**src/rtl/trng_collector_pkg.sv**
```systemverilog
// Shared types and default parameters for the TRNG collector.
// Holds the FSM state encoding used by the collector and its bench.
package trng_collector_pkg;

  typedef enum logic [1:0] {
    ST_IDLE    = 2'd0,
    ST_WARMUP  = 2'd1,
    ST_COLLECT = 2'd2,
    ST_FAIL    = 2'd3
  } state_e;

  localparam int unsigned DEF_WORD_WIDTH    = 32;
  localparam int unsigned DEF_WARMUP_CYCLES = 16;
  localparam int unsigned DEF_REP_LIMIT     = 32;

endpackage

```
**src/rtl/trng_vn_debias.sv**
```systemverilog
// Von Neumann debiaser: pairs raw bits (first, second); 10 emits 1, 01 emits 0.
// The emitted value is the first bit of a differing pair.
module trng_vn_debias (
  input  logic clk,
  input  logic reset,
  input  logic clr_i,
  input  logic sample_i,
  input  logic bit_i,
  output logic emit_o,
  output logic bit_o
);

  logic have_first_q, have_first_d;
  logic first_q, first_d;

  always_comb begin
    have_first_d = have_first_q;
    first_d      = first_q;
    if (clr_i) begin
      have_first_d = 1'b0;
      first_d      = 1'b0;
    end else if (sample_i) begin
      if (have_first_q) begin
        have_first_d = 1'b0;
      end else begin
        have_first_d = 1'b1;
        first_d      = bit_i;
      end
    end
  end

  always_ff @(posedge clk or posedge reset) begin
    if (reset) begin
      have_first_q <= 1'b0;
      first_q      <= 1'b0;
    end else begin
      have_first_q <= have_first_d;
      first_q      <= first_d;
    end
  end

  assign emit_o = sample_i && !clr_i && have_first_q && (first_q != bit_i);
  assign bit_o  = first_q;

endmodule

```
**src/rtl/trng_collector.sv**
```systemverilog
// Collects debiased TRNG bits into words with warmup, repetition-count health
// test and a one-word skid (held word) behind the valid/ready output register.
module trng_collector
  import trng_collector_pkg::*;
#(
  parameter int unsigned WORD_WIDTH    = DEF_WORD_WIDTH,
  parameter int unsigned WARMUP_CYCLES = DEF_WARMUP_CYCLES,
  parameter int unsigned REP_LIMIT     = DEF_REP_LIMIT
) (
  input  logic                  clk,
  input  logic                  reset,
  input  logic                  enable,
  output logic                  trng_en,
  input  logic                  trng_in,
  input  logic                  clear_fail,
  output logic [WORD_WIDTH-1:0] data_o,
  output logic                  valid_o,
  input  logic                  ready_i,
  output logic                  health_fail
);

  localparam int unsigned      CNT_W    = $clog2(WORD_WIDTH + 1);
  localparam int unsigned      WARM_W   = $clog2(WARMUP_CYCLES + 2);
  localparam logic [7:0]       REP_MAX  = 8'(REP_LIMIT);
  localparam logic [CNT_W-1:0] LAST_BIT = CNT_W'(WORD_WIDTH - 1);

  state_e                  state_q, state_d;
  logic                    trng_en_q, trng_en_d;
  logic                    health_q, health_d;
  logic [WORD_WIDTH-1:0]   data_q, data_d;
  logic                    valid_q, valid_d;
  logic [WORD_WIDTH-1:0]   hold_q, hold_d;
  logic                    hold_valid_q, hold_valid_d;
  logic [WORD_WIDTH-1:0]   shift_q, shift_d;
  logic [CNT_W-1:0]        bit_cnt_q, bit_cnt_d;
  logic [WARM_W-1:0]       warm_cnt_q, warm_cnt_d;
  logic [7:0]              rep_cnt_q, rep_cnt_d;
  logic                    last_bit_q, last_bit_d;

  logic                    active, rep_trip, out_free, sample, warm_done;
  logic                    db_clr, db_emit, db_bit;
  logic [7:0]              rep_inc;
  logic [WORD_WIDTH-1:0]   word;

  assign active    = enable && (state_q == ST_WARMUP || state_q == ST_COLLECT);
  assign rep_trip  = active && (rep_inc == REP_MAX);
  assign out_free  = !valid_q || ready_i;
  assign sample    = active && (state_q == ST_COLLECT) && !rep_trip && !hold_valid_q;
  assign db_clr    = !active || rep_trip;
  assign warm_done = (32'(warm_cnt_q) + 32'd1) >= WARMUP_CYCLES;
  assign word      = {shift_q[WORD_WIDTH-2:0], db_bit};

  always_comb begin
    rep_inc = 8'd1;
    if (rep_cnt_q != 8'd0 && trng_in == last_bit_q)
      rep_inc = (rep_cnt_q == REP_MAX) ? REP_MAX : rep_cnt_q + 8'd1;
  end

  trng_vn_debias u_debias (
    .clk      (clk),
    .reset    (reset),
    .clr_i    (db_clr),
    .sample_i (sample),
    .bit_i    (trng_in),
    .emit_o   (db_emit),
    .bit_o    (db_bit)
  );

  always_comb begin
    state_d      = state_q;
    health_d     = health_q;
    data_d       = data_q;
    valid_d      = valid_q;
    hold_d       = hold_q;
    hold_valid_d = hold_valid_q;
    shift_d      = shift_q;
    bit_cnt_d    = bit_cnt_q;
    warm_cnt_d   = warm_cnt_q;
    rep_cnt_d    = rep_cnt_q;
    last_bit_d   = last_bit_q;

    // Output handoff runs in every state so a retained word can still drain.
    if (valid_q && ready_i) valid_d = 1'b0;
    if (hold_valid_q && out_free) begin
      data_d       = hold_q;
      valid_d      = 1'b1;
      hold_valid_d = 1'b0;
    end

    if (db_emit) begin
      if (bit_cnt_q == LAST_BIT) begin
        shift_d   = '0;
        bit_cnt_d = '0;
        if (out_free) begin
          data_d  = word;
          valid_d = 1'b1;
        end else begin
          hold_d       = word;
          hold_valid_d = 1'b1;
        end
      end else begin
        shift_d   = word;
        bit_cnt_d = bit_cnt_q + CNT_W'(1);
      end
    end

    if (active) begin
      rep_cnt_d  = rep_inc;
      last_bit_d = trng_in;
    end

    unique case (state_q)
      ST_IDLE: begin
        if (enable) begin
          state_d    = ST_WARMUP;
          warm_cnt_d = '0;
        end
      end
      ST_WARMUP, ST_COLLECT: begin
        if (!enable) begin
          state_d   = ST_IDLE;
          shift_d   = '0;
          bit_cnt_d = '0;
          rep_cnt_d = '0;
        end else if (rep_trip) begin
          // A tripped source invalidates everything collected, including the held word.
          state_d      = ST_FAIL;
          health_d     = 1'b1;
          data_d       = data_q;
          valid_d      = 1'b0;
          hold_valid_d = 1'b0;
          shift_d      = '0;
          bit_cnt_d    = '0;
          rep_cnt_d    = '0;
        end else if (state_q == ST_WARMUP) begin
          if (warm_done) state_d = ST_COLLECT;
          else           warm_cnt_d = warm_cnt_q + WARM_W'(1);
        end
      end
      ST_FAIL: begin
        if (clear_fail) begin
          health_d   = 1'b0;
          warm_cnt_d = '0;
          state_d    = enable ? ST_WARMUP : ST_IDLE;
        end
      end
      default: state_d = ST_IDLE;
    endcase
  end

  assign trng_en_d = (state_d == ST_WARMUP) || (state_d == ST_COLLECT);

  always_ff @(posedge clk or posedge reset) begin
    if (reset) begin
      state_q      <= ST_IDLE;
      trng_en_q    <= 1'b0;
      health_q     <= 1'b0;
      data_q       <= '0;
      valid_q      <= 1'b0;
      hold_q       <= '0;
      hold_valid_q <= 1'b0;
      shift_q      <= '0;
      bit_cnt_q    <= '0;
      warm_cnt_q   <= '0;
      rep_cnt_q    <= '0;
      last_bit_q   <= 1'b0;
    end else begin
      state_q      <= state_d;
      trng_en_q    <= trng_en_d;
      health_q     <= health_d;
      data_q       <= data_d;
      valid_q      <= valid_d;
      hold_q       <= hold_d;
      hold_valid_q <= hold_valid_d;
      shift_q      <= shift_d;
      bit_cnt_q    <= bit_cnt_d;
      warm_cnt_q   <= warm_cnt_d;
      rep_cnt_q    <= rep_cnt_d;
      last_bit_q   <= last_bit_d;
    end
  end

  assign trng_en     = trng_en_q;
  assign health_fail = health_q;
  assign data_o      = data_q;
  assign valid_o     = valid_q;

endmodule
```
**config.mk**
```make
export PLATFORM = sky130hd
export DESIGN_NAME = trng_collector
export DESIGN_NICKNAME = d
export VERILOG_FILES = /design/src/rtl/trng_collector_pkg.sv /design/src/rtl/trng_vn_debias.sv /design/src/rtl/trng_collector.sv
export SDC_FILE = /design/constraint.sdc
export NUM_CORES = 1
export LEC_CHECK = 0
export ABC_AREA = 1
export ABC_CLOCK_PERIOD_IN_PS = 4900
export BUFFER_PORTS_ARGS = -buffer_cell sky130_fd_sc_hd__buf_2
export CELL_PAD_IN_SITES_DETAIL_PLACEMENT = 1
export CELL_PAD_IN_SITES_GLOBAL_PLACEMENT = 1
export CORE_MARGIN = 8
export CORE_UTILIZATION = 30
export CTS_CLUSTER_SIZE = 12
export DETAILED_ROUTE_END_ITERATION = 8
export GPL_TIMING_DRIVEN = 0
export HOLD_SLACK_MARGIN = 0.02
export PLACE_DENSITY = 0.62
export SYNTH_ARGS = -nofsm -noshare
export SYNTH_HDL_FRONTEND = slang
export SYNTH_SLANG_ARGS = --single-unit
```
**constraint.sdc**
```tcl
create_clock -name clk -period 4.9 [get_ports clk]
set_input_delay 0.98 -clock clk [delete_from_list [all_inputs] [get_ports clk]]
set_output_delay 0.98 -clock clk [all_outputs]
set_load 0.1 [all_outputs]
```
# Yosys cells after proc, flatten, opt, wreduce, memory -nomap -nowiden
# Cells that the tools add are included.
# W data, S select, Z words.
dict set report op_classes {
  n_addsub 4
  bitwise 1
  n_eq_ne 19
  reduce_logical 29
  n_mux 63
  n_lt_le_gt_ge 1
}
# operator n
set op_table {}
lappend op_table {{$mux W32} 12}
lappend op_table {{$mux W8} 6}
lappend op_table {{$mux W5} 6}
lappend op_table {{$mux W6} 5}
lappend op_table {{$mux W1} 25}
lappend op_table {{$eq A8 B6 Y1 const B} 2}
lappend op_table {{$pmux W5 S3} 1}
lappend op_table {{$ne A2 B2 Y1 const B} 7}
lappend op_table {{$mux W2} 6}
lappend op_table {{$logic_and A1 B1 Y1} 11}
lappend op_table {{$add A8 B1 Y8 const B} 1}
lappend op_table {{$reduce_bool A8 Y1} 1}
lappend op_table {{$add A5 B1 Y6 const B} 1}
lappend op_table {{$add A6 B1 Y6 const B} 1}
lappend op_table {{$eq A2 B2 Y1 const B} 3}
lappend op_table {{$eq A6 B5 Y1 const B} 1}
lappend op_table {{$ge A6 B5 Y1 const B} 1}
lappend op_table {{$pmux W2 S3} 1}
lappend op_table {{$reduce_and A6 Y1} 1}
lappend op_table {{$add A5 B1 Y5 const B} 1}
lappend op_table {{$logic_not A1 Y1} 5}
lappend op_table {{$eq A2 B1 Y1 const B} 2}
lappend op_table {{$logic_or A1 B1 Y1} 4}
lappend op_table {{$reduce_and A4 Y1} 1}
lappend op_table {{11 further kinds} 12}
dict set report totals {
  regBits 124
  elab_cells 131
  input_bits 6
}

# Depth between registers and ports, before layout
# Gate-level depths: netlist of run 1.
dict set report logic_depth {
  ltp_word 15
  depth_mapped 17
  depth_no_buf 15
}

# Cells and area by module
# Synthesis of run 1 repeated with hierarchy kept, for this count alone.
dict set report unflattened {
  cells_unflattened 744
  hier_area_um2 6074.6
}
# mod area_each_um2 n_inst cells_per_inst
set by_module_without_submodules {}
lappend by_module_without_submodules {trng_collector 5948.2 1 724}
lappend by_module_without_submodules {trng_vn_debias 126.4 1 20}

# Worst setup path after synthesis of run 1
# OpenSTA, ideal clock, no wires.
dict set report synth_path {
  path_type {reg-to-reg}
  from {reg valid_q (netlist: valid_o)}
  to {reg data_q[26] (netlist: data_o[26])}
  required_time_ns 4.780
  n_path_buf 1
  stages_incl_launch_ff 12
  setup_time_ns 0.120
  path_slack_ns 2.344
  t_arrival_ns 2.436
  path_cell_list {dfrtp_1 > inv_1 > nor2_1 > inv_1 > nand2_1 > buf_4 > mux2i_1 > o221ai_1 > nand2_1 > o21ai_0 > nand2_1 > nand2_1}
}
dict set report synth_via {
  elab_chain_cells 10
}
# item line_no
set synth_rtl {}
lappend synth_rtl {{start, declared} trng_collector.sv:31} ;# logic valid_q, valid_d;
lappend synth_rtl {{start signal, assigned} trng_collector.sv:172} ;# valid_q <= valid_d;
lappend synth_rtl {{$logic_not A1 Y1 *} trng_collector.sv:47} ;# assign out_free = !valid_q || ready_i;
lappend synth_rtl {{$logic_or A1 B1 Y1 *} trng_collector.sv:47}
lappend synth_rtl {{$logic_and A1 B1 Y1} trng_collector.sv:84} ;# if (hold_valid_q && out_free) begin
lappend synth_rtl {{$mux W32} trng_collector.sv:84}
lappend synth_rtl {{$mux W32} trng_collector.sv:94} ;# if (out_free) begin
lappend synth_rtl {{$mux W32} trng_collector.sv:91} ;# if (bit_cnt_q == LAST_BIT) begin
lappend synth_rtl {{$mux W32 *} trng_collector.sv:90} ;# if (db_emit) begin
lappend synth_rtl {{$mux W32} trng_collector.sv:125} ;# end else if (rep_trip) begin
lappend synth_rtl {{$mux W32} trng_collector.sv:120} ;# if (!enable) begin
lappend synth_rtl {{$mux W32 *} trng_collector.sv:112} ;# unique case (state_q)
lappend synth_rtl {{end signal, assigned} trng_collector.sv:171} ;# data_q <= data_d;
lappend synth_rtl {{end, declared} trng_collector.sv:30} ;# logic [WORD_WIDTH-1:0] data_q, data_d;
# Every way passes the cells marked *; elsewhere a longest branch is shown, timed or not. The select of a mux whose other input is x is not followed.
# A chain may end at the register's enable or synchronous reset.

# Final worst setup path of run 1
dict set report layout_path {
  from {in ready_i}
  to {reg data_q[26] (netlist: data_o[26])}
}
dict set report layout_via {
  elab_chain_cells 9
}
# item line_no
set layout_rtl {}
lappend layout_rtl {{start, declared} trng_collector.sv:18} ;# input logic ready_i,
lappend layout_rtl {{$logic_or A1 B1 Y1 *} trng_collector.sv:47}
lappend layout_rtl {{$logic_and A1 B1 Y1} trng_collector.sv:84}
lappend layout_rtl {{$mux W32} trng_collector.sv:84}
lappend layout_rtl {{$mux W32} trng_collector.sv:94}
lappend layout_rtl {{$mux W32} trng_collector.sv:91}
lappend layout_rtl {{$mux W32 *} trng_collector.sv:90}
lappend layout_rtl {{$mux W32} trng_collector.sv:125}
lappend layout_rtl {{$mux W32} trng_collector.sv:120}
lappend layout_rtl {{$mux W32 *} trng_collector.sv:112}
# Marks and branches as above.

==> out/results.tsv, run 1 <==
stage	metric	value	unit
clocking	CTS sink cnt	123	
critical_path	Startpoint Class	input port	
synthesis	register area share after synthesis	46.4	%
global_routing	vias in the first global route	6348	
global_routing	total gr overflow	0	
cells_and_area	post-layout util	36.0	%
synthesis	Synth Flop Type	dfrtp_1	
critical_path	CP bufs+invs	3	
clocking	CTS tree	built	
clocking	Post-CTS Setup Inserts	0	
critical_path	max incr delay on CP	0.56	ns
critical_path	CP delay by family, top	simple AND/OR/NAND/NOR gates	
floorplanning	Initial Util	30.5	%
sta	f_max	347	MHz
global_routing	Global Route met2 Usage	25.7	%
clocking	H-tree Lvls	4	
global_routing	largest net degree at the start of global routing	70	
synthesis	Cell Area, Synth	0.00663	mm²
drt	Routed Wire Length	19200	µm
critical_path	CP Data Required Time	5.20	ns
cells_and_area	nets@finish	906	
synthesis	Post-synth ARST share	100	%
sta	fin. max-slew vios	0	
sta	final setup fails	0	
floorplanning	die height	165	µm
sta	crit path time final	2.88	ns
clocking	TritonCTS Buffers	17	
sta	clk_skew	0.0127	ns
sta	RSZ-0062 raised after global routing	no	
drt	Starting DRT DRC Count	273	
sta	setup TNS	0	ns
critical_path	CP max FO	10	
drt	Antenna Nets Post-Route	0	
drt	drt drc	0	
cells_and_area	Reg area	0.00308	mm²
status	status	complete, no violations	
sta	normalized max-slew margin	51.7	%
min_path	Hold Crit Class	reg -> reg	
critical_path	critical path class	in -> reg	
cells_and_area	Diodes inserted	0	
clocking	CTS hold repair buffers	0	
global_routing	met3 usage	3.17	%
critical_path	CP Capture Type	flip-flop	
cells_and_area	# fillers	2626	
power_and_ir_drop	VDD IR-drop max	0.165	mV
job	max-capacitance violation count	0	
synthesis	number of flops mapped to enable cells by yosys	0	
clocking	clk buf depth	2	
clocking	Clock Latency Late Sink	0.42	ns
global_routing	first-pass GRT wire length	32900	µm
clocking	Reg clk slew, reported paths	0.06	ns
power_and_ir_drop	Lkg Pwr	3.81	nW
global_routing	GRT Max-Usage Layer	met2	
critical_path	critical-path cell list	buf_2 > nor2_1 > inv_1 > nand2_1 > buf_4 > mux2i_1 > o221ai_1 > nand2_1 > o21ai_0 > nand2_1 > nand2_1	
drt	vias per cell	4.86	
placement	Placer Congestion	0.758	
synthesis	Yosys warning total	0	
power_and_ir_drop	Final Power	0.00283	W
cells_and_area	area of the multi-input gates	0.00300	mm²
power_and_ir_drop	PwrDens	362	mW/mm²
floorplanning	Top Ports	41	
placement	DP HPWL	13400	µm
sta	final hold vios	0	
synthesis	Syn Area/Cell	7.98	µm²
critical_path	Slowest cell on crit path	nor2_1	
global_routing	initial antenna violation count	0	
global_routing	GRT Total Usage	15.3	%
critical_path	crit-path most repeated cell	nand2_1	
placement	PortBufs	40	
synthesis	Distinct cells, synth	36	
floorplanning	Core Box Area	0.0218	mm²
cells_and_area	share of cells above drive strength 1	11.8	%
cells_and_area	area delta synth->final	18.0	%
global_routing	GR Util met1	19.5	%
synthesis	Mapped Cells	831	
sta	final worst path period share	58.9	%
synthesis	syn_nets	846	
floorplanning	die width	165	µm
clocking	PostCTS Resize Cnt	0	
synthesis	synthesis-stage register bit count	123	
drt	drt wl/cell	16.2	µm
sta	Worst Hold Slack	0.490	ns
floorplanning	full die area	0.0271	mm²
floorplanning	Cell Rows	54	
critical_path	WP data arrival	3.19	ns
drt	Vias	5754	
drt	DR pass1 iterations	4	
sta	measured slew at the worst slew-check pin	0.723	ns
clocking	clk root buf	clkbuf_16	
-- metrics by stage --
stage                     worst slack, ns  instance area (µm²)  instances
after floorplan                     0.649                 6630        831
after global placement              -1.22                 7180       1151
after detailed placement             1.58                 7210       1152
after CTS                            2.01                 7830       1184
after global routing                 1.80                 7830       1184
final                                2.02                 7830       1184
-- cell type report --
class	count	share of cell area, %
flip-flops and latches	123	39.3
multi-input cells	590	38.3
clock buffers	24	6.03
well taps	280	4.48
plain buffers	50	3.82
inverters	68	3.33
repair buffers	41	2.91
clock inverters	8	1.79
-- final timing paths --
kind,endpoint,slack (ns),cells after the start,startpoint
setup reg to reg,data_o[31],2.15,10,bit_cnt_q[1]
max in group asynchronous,data_o[9],3.51,3,reset
setup / recovery,data_o[26],2.02,11,ready_i
hold / removal,hold_q[18],0.49,2,hold_q[18]
hold reg to reg,hold_q[18],0.49,2,hold_q[18]
min in group asynchronous,health_fail,0.67,2,reset
-- synthesized netlist by cell type (3+ instances only) --
cell type / count / share of area, %
a21oi_1: 11 / 0.83
nor3_1: 3 / 0.23
buf_2: 11 / 0.83
o21ai_1: 65 / 4.9
buf_6: 8 / 1.4
xor2_1: 5 / 0.66
clkbuf_1: 18 / 1.0
buf_1: 3 / 0.17
nand2_1: 254 / 14
o221ai_1: 31 / 4.1
nand4_1: 3 / 0.28
ha_1: 9 / 1.7
mux2i_1: 32 / 4.8
nor2_1: 60 / 3.4
dfrtp_1: 123 / 46
nand3_1: 49 / 3.7
buf_4: 10 / 1.1
o21ai_0: 45 / 3.4
inv_1: 66 / 3.7
o22ai_1: 4 / 0.38
-- worst register-to-register path: stages (launching register included) --
cell and delay [ns]:
dfrtp_1 0.37, ha_1 0.19, nand2_1 0.09, nor3_2 0.53, clkbuf_1 0.51, clkbuf_1 0.46
o21ai_0 0.19, nand2_1 0.10, o21ai_1 0.07, nand2_1 0.07, nand2_1 0.05
-- power breakdown --
part / total (W) / switching, W / internal, W
sequential: 0.00108 / 0.0000295 / 0.00105
combinational: 0.000425 / 0.000306 / 0.000118
clock: 0.00132 / 0.000449 / 0.000875
-- cell usage in the layout, fill, tap and decap left out, drive strengths merged --
cell	netlist	layout
a211oi	1	1
a21oi	11	11
a311oi	1	1
a31oi	1	1
buf	32	73
bufinv	0	4
clkbuf	18	42
clkinv	1	5
dfrtp	123	123
ha	9	9
inv	67	67
mux2i	32	32
nand2	255	255
nand3	50	50
nand4	4	4
nor2	64	64
nor3	4	4
o21a	1	1
o21ai	110	110
o21bai	1	1
o221ai	31	31
o22ai	4	4
o31ai	2	2
o32ai	2	2
xnor2	2	2
xor2	5	5
-- kinds of logic after synthesis --
group / Yosys count / synth area share, %
flops: 123 / 46.4
xor+xnor: 7 / 0.925
simple gates: 377 / 23.1
compound gates: 165 / 14.7
buf+inv: 118 / 8.36
fa+ha+maj: 9 / 1.70
mux: 32 / 4.83
-- registers in the layout, summed over array words and instances (netlist names) --
name,count
bit_cnt_q,6
u_debias.bit_o,1
health_fail,1
last_bit_q,1
shift_q,31
data_o,32
valid_o,1
u_debias.have_first_q,1
state_q,2
warm_cnt_q,5
trng_en,1
hold_q,32
hold_valid_q,1
rep_cnt_q,8
-- routing by layer --
metal | share of wire (%) | vias to the layer above
li1 | - | 2874
met1 | 48 | 2787
met2 | 48 | 75
met3 | 2.8 | 18
met4 | 1.2 | 0
met5 | 0 | -
Note: power is estimated with default switching activity, not from simulation.
==> inputs of run 2 (changes only) <==
--- a/config.mk
+++ b/config.mk
@@ -6,7 +6,7 @@
 export NUM_CORES = 1
 export LEC_CHECK = 0
 export ABC_AREA = 1
-export ABC_CLOCK_PERIOD_IN_PS = 4900
+export ABC_CLOCK_PERIOD_IN_PS = 2300
 export BUFFER_PORTS_ARGS = -buffer_cell sky130_fd_sc_hd__buf_2
 export CELL_PAD_IN_SITES_DETAIL_PLACEMENT = 1
 export CELL_PAD_IN_SITES_GLOBAL_PLACEMENT = 1
@@ -16,7 +16,7 @@
 export DETAILED_ROUTE_END_ITERATION = 8
 export GPL_TIMING_DRIVEN = 0
 export HOLD_SLACK_MARGIN = 0.02
-export PLACE_DENSITY = 0.62
+export PLACE_DENSITY = 0.64
 export SYNTH_ARGS = -nofsm -noshare
 export SYNTH_HDL_FRONTEND = slang
 export SYNTH_SLANG_ARGS = --single-unit
==> constraint.sdc (replaced) <==
create_clock -name clk -period 2.3 [get_ports clk]
set_input_delay 0.46 -clock clk [delete_from_list [all_inputs] [get_ports clk]]
set_output_delay 0.46 -clock clk [all_outputs]
set_load 0.1 [all_outputs]
==> out/results.tsv, run 2 (synthesized netlist as in run 1, its figures left out) <==
stage	metric	value	unit
sta	final hold vios	0	
min_path	Hold Crit Class	in -> async	
cells_and_area	area delta synth->final	32.7	%
power_and_ir_drop	VDD IR-drop max	0.420	mV
cells_and_area	# fillers	2588	
floorplanning	full die area	0.0271	mm²
global_routing	first-pass GRT wire length	34500	µm
drt	DR pass1 iterations	6	
sta	PnR worst setup slack	-0.0682	ns
floorplanning	Top Ports	41	
job	max-capacitance violation count	0	
global_routing	GRT Total Usage	16.1	%
drt	vias per cell	4.95	
clocking	CTS sink cnt	123	
sta	RSZ-0062 raised after global routing	yes	
drt	Starting DRT DRC Count	302	
critical_path	Startpoint Class	flip-flop	
placement	DP HPWL	13700	µm
critical_path	Critical R2R Capture	data_o[19]	
power_and_ir_drop	Lkg Pwr	4.16	nW
critical_path	CP Data Required Time	2.61	ns
clocking	clk buf depth	2	
drt	drt wl/cell	17.4	µm
cells_and_area	nets@finish	942	
cells_and_area	Diodes inserted	0	
power_and_ir_drop	PwrDens	723	mW/mm²
power_and_ir_drop	internal power	0.00444	W
cells_and_area	Reg area	0.00309	mm²
power_and_ir_drop	sequential fraction of design power	36.4	%
cells_and_area	final non-filler cell total	1220	
clocking	clk root buf	clkbuf_16	
clocking	CTS tree	built	
drt	drt drc	0	
status	failing checks	negative setup slack	
clocking	CTS hold repair buffers	0	
cells_and_area	area of the multi-input gates	0.00335	mm²
clocking	H-tree Lvls	4	
floorplanning	Core Box Area	0.0218	mm²
drt	Antenna Nets Post-Route	0	
drt	Routed Wire Length	21300	µm
sta	clk_skew	0.0118	ns
power_and_ir_drop	Comb power frac	19.7	%
cells_and_area	post-layout util	40.4	%
floorplanning	die width	165	µm
power_and_ir_drop	Clock power frac	43.9	%
cells_and_area	most common cell after layout, fill and taps aside	nand2_1	
floorplanning	die height	165	µm
cells_and_area	most frequent cells in the layout	229 x nand2_1, 116 x dfrtp_1, 65 x o21ai_1, 59 x inv_1, 53 x nor2_1	
floorplanning	Cell Rows	54	
cells_and_area	post-layout instance area	0.00880	mm²
sta	final worst path period share	103	%
global_routing	total gr overflow	0	
sta	final setup fails	69	
sta	f_max	422	MHz
critical_path	Worst R2R Start	rep_cnt_q[0]	
power_and_ir_drop	switching fraction of total power	30.2	%
placement	Placer Congestion	0.775	
cells_and_area	share of cells above drive strength 1	25.5	%
clocking	Reg clk slew, reported paths	0.06	ns
sta	fin. max-slew vios	0	
placement	Inst Count DP	1155	
sta	crit path time final	2.37	ns
global_routing	vias in the first global route	6502	
power_and_ir_drop	net switching power	0.00192	W
critical_path	CP max FO	7	
critical_path	CP Capture Type	flip-flop	
global_routing	initial antenna violation count	0	
drt	Vias	6044	
critical_path	critical path class	reg -> reg	
placement	PortBufs	40	
placement	post-place instance area	0.00727	mm²
sta	normalized max-slew margin	59.4	%
floorplanning	Initial Util	30.5	%
clocking	Clock Latency Late Sink	0.43	ns
critical_path	Reg2Reg Setup Slack	-0.07	ns
status	status	complete, but fails checks	
global_routing	largest net degree at the start of global routing	31	
critical_path	Reg2Reg Depth	19	
sta	measured slew at the worst slew-check pin	0.609	ns
critical_path	WP data arrival	2.68	ns
clocking	TritonCTS Buffers	17	
## run 2: cell types whose count changed in the layout (fill, tap and decap cells not counted), sizes merged
cell / delta
buf: +31
bufinv: -1
clkbuf: +1
clkinv: -1
clkinvlp: +6
inv: -1
nor2: +1
## run 2: cell type report
| class | count | area share [%] |
|---|---|---|
| tap | 280 | 3.98 |
| buffer | 49 | 5.19 |
| timing repair buffer | 77 | 7.81 |
| sequential | 123 | 35.1 |
| clock buffer | 21 | 5.23 |
| inverter | 68 | 2.99 |
| multi-input combinational | 591 | 38.1 |
| clock inverter | 11 | 1.64 |
## run 2: power by group through the flow
stage	combinational (W)	sequential (W)	clock, W
floorplan	0.000590	0.00243	0
global route	0.00138	0.00233	0.00294
detailed placement	0.000942	0.00235	0
CTS	0.00119	0.00231	0.00284
finish	0.00125	0.00232	0.00279
global placement	0.000906	0.00234	0
## run 2: what timing repair did
item                       CTS  global route
setup endpoints to repair  109           109
setup buffers               16             8
gates resized for setup    112            84
cloned                       6             4
pin swaps                   15            20
## run 2: worst max-delay path by stage
stage / slack (ns) / end / start / cells past startpoint
global placement: -0.88 / valid_o / reset / 2
floorplan: 0.01 / data_o[26] / valid_o / 11
global route: -0.19 / data_o[9] / rep_cnt_q[0] / 17
detailed placement: -0.44 / data_o[3] / bit_cnt_q[0] / 10
finish: -0.07 / data_o[19] / rep_cnt_q[0] / 19
CTS: -0.04 / valid_o / state_q[0] / 8
## run 2: worst max-delay path: stages, from the launching register on
cell	delay, ns
dfrtp_2	0.45
inv_2	0.10
ha_4	0.16
nand2_4	0.06
nor2_4	0.16
nor2_4	0.08
nand2_2	0.10
nand2_2	0.07
nor2_4	0.11
nand2_2	0.09
nand4_4	0.08
nor2_4	0.05
buf_6	0.13
buf_6	0.12
buf_12	0.14
buf_8	0.13
nand2_2	0.04
o21ai_1	0.06
nand2_1	0.06
nand2_1	0.06
## run 2: stage by stage
stage	setup TNS, ns	setup slack [ns]	total power, W	hold slack [ns]
2_1_floorplan	0	0.0101	0.00302	0.458
3_3_place_gp	-112.53	-0.883	0.00325	0.468
3_5_place_dp	-29.99	-0.437	0.00329	0.478
4_1_cts	-1.67	-0.0431	0.00633	0.0554
5_1_grt	-14.00	-0.186	0.00665	0.0879
6_report	-1.81	-0.0682	0.00636	0.0530
## run 2: layer usage
metal | vias to the layer above | track usage [%] | share of wire [%]
met5 | - | 0 | 0
met4 | 0 | 5.53 | 1.7
met3 | 27 | 2.94 | 2.6
met2 | 77 | 28.0 | 51
met1 | 2993 | 19.7 | 45
li1 | 2947 | - | -
